==> src/rtl/apb_reg_slave.sv <==
// APB register slave: NUM_REGS 32-bit registers, the last one a read-only ID word.
// Define APB_REG_SLAVE_WAIT_EN to insert WAIT_CYCLES access-phase wait states per transfer.
module apb_reg_slave #(
    parameter int          NUM_REGS    = 8,
    parameter int          WAIT_CYCLES = 2,
    parameter logic [31:0] ID_VALUE    = 32'hA9B0_0001
) (
    input  logic        aclk,
    input  logic        areset,
    input  logic [31:0] paddr,
    input  logic        psel,
    input  logic        penable,
    input  logic        pwrite,
    input  logic [31:0] pwdata,
    input  logic [3:0]  pstrb,
    output logic        pready,
    output logic [31:0] prdata,
    output logic        pslverr,
    output logic [15:0] wr_count
);

    localparam int IDX_W = (NUM_REGS > 2) ? $clog2(NUM_REGS) : 1;
    localparam logic [31:0] ADDR_LIMIT = 32'(NUM_REGS * 4);
    localparam logic [IDX_W-1:0] RO_IDX = IDX_W'(NUM_REGS - 1);

    localparam logic ST_IDLE   = 1'b0;
    localparam logic ST_ACCESS = 1'b1;

`ifdef APB_REG_SLAVE_WAIT_EN
    localparam logic [3:0] WAIT_LOAD = 4'(WAIT_CYCLES);
`else
    // Zero-wait build: the counter is always loaded with 0, so the first access cycle completes.
    localparam logic [3:0] WAIT_LOAD = 4'(WAIT_CYCLES) & 4'd0;
`endif

    logic              state_q, state_d;
    logic [3:0]        cnt_q, cnt_d;
    logic [31:0]       regs_q [NUM_REGS-1];
    logic [31:0]       regs_d [NUM_REGS-1];
    logic [15:0]       wr_count_q, wr_count_d;

    logic [IDX_W-1:0]  idx;
    logic              addr_err;
    logic              ro_hit;
    logic              xfer_err;
    logic              setup_ph;
    logic              access_ph;
    logic              done;
    logic              viol;
    logic              commit;
    logic              wr_commit;
    logic [31:0]       rd_word;

    assign idx       = paddr[IDX_W+1:2];
    assign addr_err  = (paddr[1:0] != 2'b00) || (paddr >= ADDR_LIMIT);
    assign ro_hit    = (idx == RO_IDX);
    assign xfer_err  = addr_err || (pwrite && ro_hit);
    assign setup_ph  = psel && !penable;
    assign access_ph = psel && penable;

    always_comb begin
        state_d = state_q;
        cnt_d   = cnt_q;
        done    = 1'b0;
        viol    = 1'b0;
        case (state_q)
            ST_IDLE: begin
                if (setup_ph) begin
                    state_d = ST_ACCESS;
                    cnt_d   = WAIT_LOAD;
                end else if (access_ph) begin
                    // Access phase without a preceding setup: answer with an error, stay idle.
                    viol = 1'b1;
                end
            end
            ST_ACCESS: begin
                if (!psel) begin
                    state_d = ST_IDLE;
                    cnt_d   = 4'd0;
                end else if (penable) begin
                    if (cnt_q == 4'd0) begin
                        done    = 1'b1;
                        state_d = ST_IDLE;
                    end else begin
                        cnt_d = cnt_q - 4'd1;
                    end
                end
            end
            default: begin
                state_d = ST_IDLE;
                cnt_d   = 4'd0;
            end
        endcase
    end

    assign commit    = done && !xfer_err;
    assign wr_commit = commit && pwrite && (pstrb != 4'b0000);

    always_comb begin
        for (int i = 0; i < NUM_REGS - 1; i++) begin
            regs_d[i] = regs_q[i];
            if (wr_commit && (idx == IDX_W'(i))) begin
                for (int b = 0; b < 4; b++) begin
                    if (pstrb[b]) begin
                        regs_d[i][8*b +: 8] = pwdata[8*b +: 8];
                    end
                end
            end
        end
    end

    assign wr_count_d = wr_count_q + (wr_commit ? 16'd1 : 16'd0);

    always_comb begin
        rd_word = 32'h0;
        if (ro_hit) begin
            rd_word = ID_VALUE;
        end else begin
            for (int i = 0; i < NUM_REGS - 1; i++) begin
                if (idx == IDX_W'(i)) begin
                    rd_word = regs_q[i];
                end
            end
        end
    end

    // Responses are combinational; reset masks them so nothing leaks while areset is high.
    assign pready   = !areset && (done || viol);
    assign pslverr  = !areset && (viol || (done && xfer_err));
    assign prdata   = (!areset && done && !pwrite && !xfer_err) ? rd_word : 32'h0;
    assign wr_count = wr_count_q;

    always_ff @(posedge aclk or posedge areset) begin
        if (areset) begin
            state_q    <= ST_IDLE;
            cnt_q      <= 4'd0;
            wr_count_q <= 16'd0;
            for (int i = 0; i < NUM_REGS - 1; i++) begin
                regs_q[i] <= 32'h0;
            end
        end else begin
            state_q    <= state_d;
            cnt_q      <= cnt_d;
            wr_count_q <= wr_count_d;
            for (int i = 0; i < NUM_REGS - 1; i++) begin
                regs_q[i] <= regs_d[i];
            end
        end
    end

endmodule

==> config.mk <==
export PLATFORM = sky130hd
export DESIGN_NAME = apb_reg_slave
export DESIGN_NICKNAME = d
export VERILOG_FILES = /design/src/rtl/apb_reg_slave.sv
export SDC_FILE = /design/constraint.sdc
export NUM_CORES = 1
export LEC_CHECK = 0
export BUFFER_PORTS_ARGS = -buffer_cell sky130_fd_sc_hd__buf_2
export CORE_MARGIN = 3
export CORE_UTILIZATION = 54
export DETAILED_ROUTE_END_ITERATION = 10
export PLACE_DENSITY_LB_ADDON = 0.08
export SETUP_SLACK_MARGIN = 0.02
export SLEW_MARGIN = 20
export SYNTH_ARGS = -nofsm -noshare
export SYNTH_HDL_FRONTEND = slang
export SYNTH_SLANG_ARGS = --single-unit
==> constraint.sdc <==
create_clock -name aclk -period 6.67 [get_ports aclk]
set_input_delay 0.3335 -clock aclk [delete_from_list [all_inputs] [get_ports aclk]]
set_output_delay 0.3335 -clock aclk [all_outputs]
set_load 0.05 [all_outputs]
==> Implementation_results.wiki <==
{| class="wikitable"
! Metric !! Value
|-
| Status || finished, final reports clean
|-
| Max-cap viol count || 0
|-
| Number of nets with antenna violations after detailed routing || 0
|-
| Setup Buffers After CTS || 0
|-
| Clock sink count || 245
|-
| Critical Setup Path Class || reg2out
|-
| # rows || 54
|-
| Num CTS Buffers || 26
|-
| Core ar. || between 20,000 and 25,000 um2
|-
| Final core utilization || 63.2%
|-
| Number of vias per cell after detailed routing || ~6.0
|-
| Root buf cell || clkbuf_16
|-
| Unrepaired setup endpoints after global routing || false
|-
| Setup-violating endpoint count in the final report || 0
|-
| Clock-pin slew of the registers on the worst-case setup and hold paths || ~60 ps
|-
| Vertical die dimension || approximately 160 um
|-
| Max clock buf depth || 3
|-
| Clock Skews || 12.3 ps
|-
| Via total after detailed routing || ~7,900
|-
| Number of global-route vias before repair || 8,219
|-
| Total overflow reported by the global router || 0
|-
| Area growth from synthesis to layout || 13.8%
|-
| H-tree depth reported by CTS || 1
|-
| Wire length after detailed routing || ~28,000 um
|-
| Clock tree from TritonCTS || done
|-
| Hold Slack || 27.0 ps
|-
| Antenna Cells || 0
|-
| CP arrival || roughly 4100 ps
|-
| Leakage power of the design || 7.07 nW
|-
| Initial standard-cell utilization of the core || a little under three fifths
|-
| Critical Path Fanout Max || 31
|-
| Max-slew violation count || 0
|-
| Residual DRC count || 0
|-
| Final worst-path cycle share || between 60% and 70%
|-
| Worst Tran Pin Value || 970 ps
|-
| Crit path required time || 6340 ps
|-
| Min Clock Period, post-route || 4420 ps
|-
| Total of flip-flops plus latches after synthesis || between 200 and 250
|-
| Wire per inst || 21.1 um
|-
| Tot GR Track Use || 22.9%
|-
| Post-detailed-placement half-perimeter wirelength || ~17,000 um
|-
| DRT Pass-1 Iters || 4
|-
| Critical Path Sink Type || output pin
|-
| Count of routing violations after the opening detailed-route iteration || 426
|-
| Count of filler cells inserted in the layout || 1,785
|-
| Overall power after layout || about 3.1 mW
|-
| Post-place setup slack || 2790 ps
|-
| Later-pin clock latency in the skew report || roughly 520 ps
|-
| Primary flip-flop cell chosen by synthesis mapping || dfrtp_1
|-
| Count of flip-flops with a built-in enable after synthesis || 0
|-
| Cell area after layout || between 10,000 and 15,000 um2
|-
| Full die area || approximately 25,000 um2
|-
| Number of unique standard cell types used by synthesis || 45
|-
| Peak supply drop || approximately 210 uV
|-
| Gp weighted congestion || approximately 0.77
|-
| Mapped Nets || 993
|-
| Max Clk Rate || approximately 230 MHz
|-
| Ys async rst share || 100%
|-
| Maximum number of pins on one net before global-route repair || 63
|-
| Final Hold Fails || 0
|-
| IO Count || approximately 120
|-
| Power density cells || between 200 and 250 nW/um2
|-
| Wire length of the first global-routing pass || ~45,000 um
|-
| # nets final || approximately 1,100
|-
| Cts-stage hold buffer count || 0
|-
| Count of synthesis-stage warnings from yosys || 0
|-
| Layout cell share with drive strength beyond 1 || 45.3%
|-
| Mean instance size in the synthesized netlist || 13.4 um2
|-
| Netlist area before placement || ~12,000 um2
|-
| Number of port buffers || 122
|-
| Number of instances in the synthesized netlist || ~900
|-
| Initial antenna violation count || 0
|-
| Count of placed standard cells including taps || 1,275
|-
| Placed Area || ~13,000 um2
|-
| HP Class || in2async
|-
| Share of synthesized area occupied by flip-flops and latches || 50.1%
|-
| Post-synth top area share || about half
|-
| Post-route non-filler standard cell count || about 1,300
|-
| Sum of negative setup slack || 0 ps
|-
| Worst setup SP type || flop
|-
| Width of the die || 157 um
|-
| Final worst setup slack || about 2300 ps
|-
| Relative slew slack || between 30% and 40%
|-
| Biggest area consumer among synthesized cells || dfrtp_1
|-
| Cell types occupying the most area after synthesis || dfrtp_1 (50%), mux2_2 (23%), mux2i_1 (3.8%), o2bb2ai_1 (3.1%), nand4_4 (3.0%)
|-
| Number of instances resized during post-cts repair || 0
|}
[state kept, by name, summed over array words and instances, names as in the netlist]
| register | flops |
|---|---|
| regs_q | 224 |
| wr_count | 16 |
| cnt_q | 4 |
| state_q | 1 |
[cells in the mapped netlist (12+ instances only)]
master and count:
buf_2 18, a21oi_1 35, nand2_1 15, mux2i_1 47, a22oi_1 22, dfrtp_1 245, o2bb2ai_1 44, nand4_4 17
nor4_1 12, nor2_1 25, nand2b_1 30, clkbuf_1 24, mux2_2 249
[worst max-delay path: stages, from the launching register on]
cell      delay, ps
dfrtp_1         380
inv_1           110
ha_1            160
or3b_1          460
nor3_4          180
buf_4           530
nand4_2         910
a211oi_1        450
buf_2           340
[logic make-up after synthesis]
group	after synthesis	share of synthesized area, %
multiplexers	309	28.8
adder cells (fa/ha/maj)	4	0.409
XOR/XNOR	14	1.00
AO/OA/AOI/OAI	126	7.40
flip-flops	245	50.1
buffers and inverters	62	2.51
AND/OR/NAND/NOR	156	9.80
[where the power goes]
part,total (mW),switching (mW),leakage [nW],internal (mW)
combinational,0.157,0.114,3.19,0.0422
sequential,1.49,0.000419,3.42,1.49
clock,1.47,0.584,0.453,0.891
[cell type report]
class	instances	area, um2	area share (%)
repair buffers	135	716	5.14
inverters	6	26.3	0.189
clock buffers	36	779	5.60
flip-flops and latches	245	6130	44.0
multi-input cells	609	5810	41.7
clock inverters	12	110	0.791
well taps	280	350	2.52
[worst paths after layout]
kind | startpoint | endpoint | slack, ps | cells past startpoint
max reg2reg | cnt_q[0] | wr_count[15] | 2960 | 12
max | cnt_q[0] | prdata[2] | 2250 | 8
min in group aclk | psel | state_q | 110 | 2
max in group asynchronous | areset | regs_q[220] | 4670 | 4
min | areset | cnt_q[1] | 30 | 2
min reg2reg | wr_count[15] | wr_count[15] | 480 | 1
[cell usage in the layout, fill, tap and decap left out, types with 10 or more instances in the layout]
cell / n
a21oi_1: 35
a22oi_1: 22
buf_2: 119
buf_4: 16
clkbuf_16: 27
clkinv_2: 10
dfrtp_1: 245
mux2_2: 249
mux2i_1: 47
nand2_1: 15
nand2b_1: 30
nand4_4: 17
nor2_1: 25
nor4_1: 12
o2bb2ai_1: 44
[per-layer routing]
metal | track usage [%] | vias up | wire (um) | part of all wire [%]
met4 | 4.21 | 0 | 448 | 1.6
met1 | 32.8 | 4079 | 13000 | 47
met5 | 0 | - | 0 | 0
li1 | - | 3675 | - | -
met3 | 3.01 | 39 | 869 | 3.1
met2 | 38.2 | 119 | 13600 | 49
No activity file was read; power rests on OpenSTA's default activity.
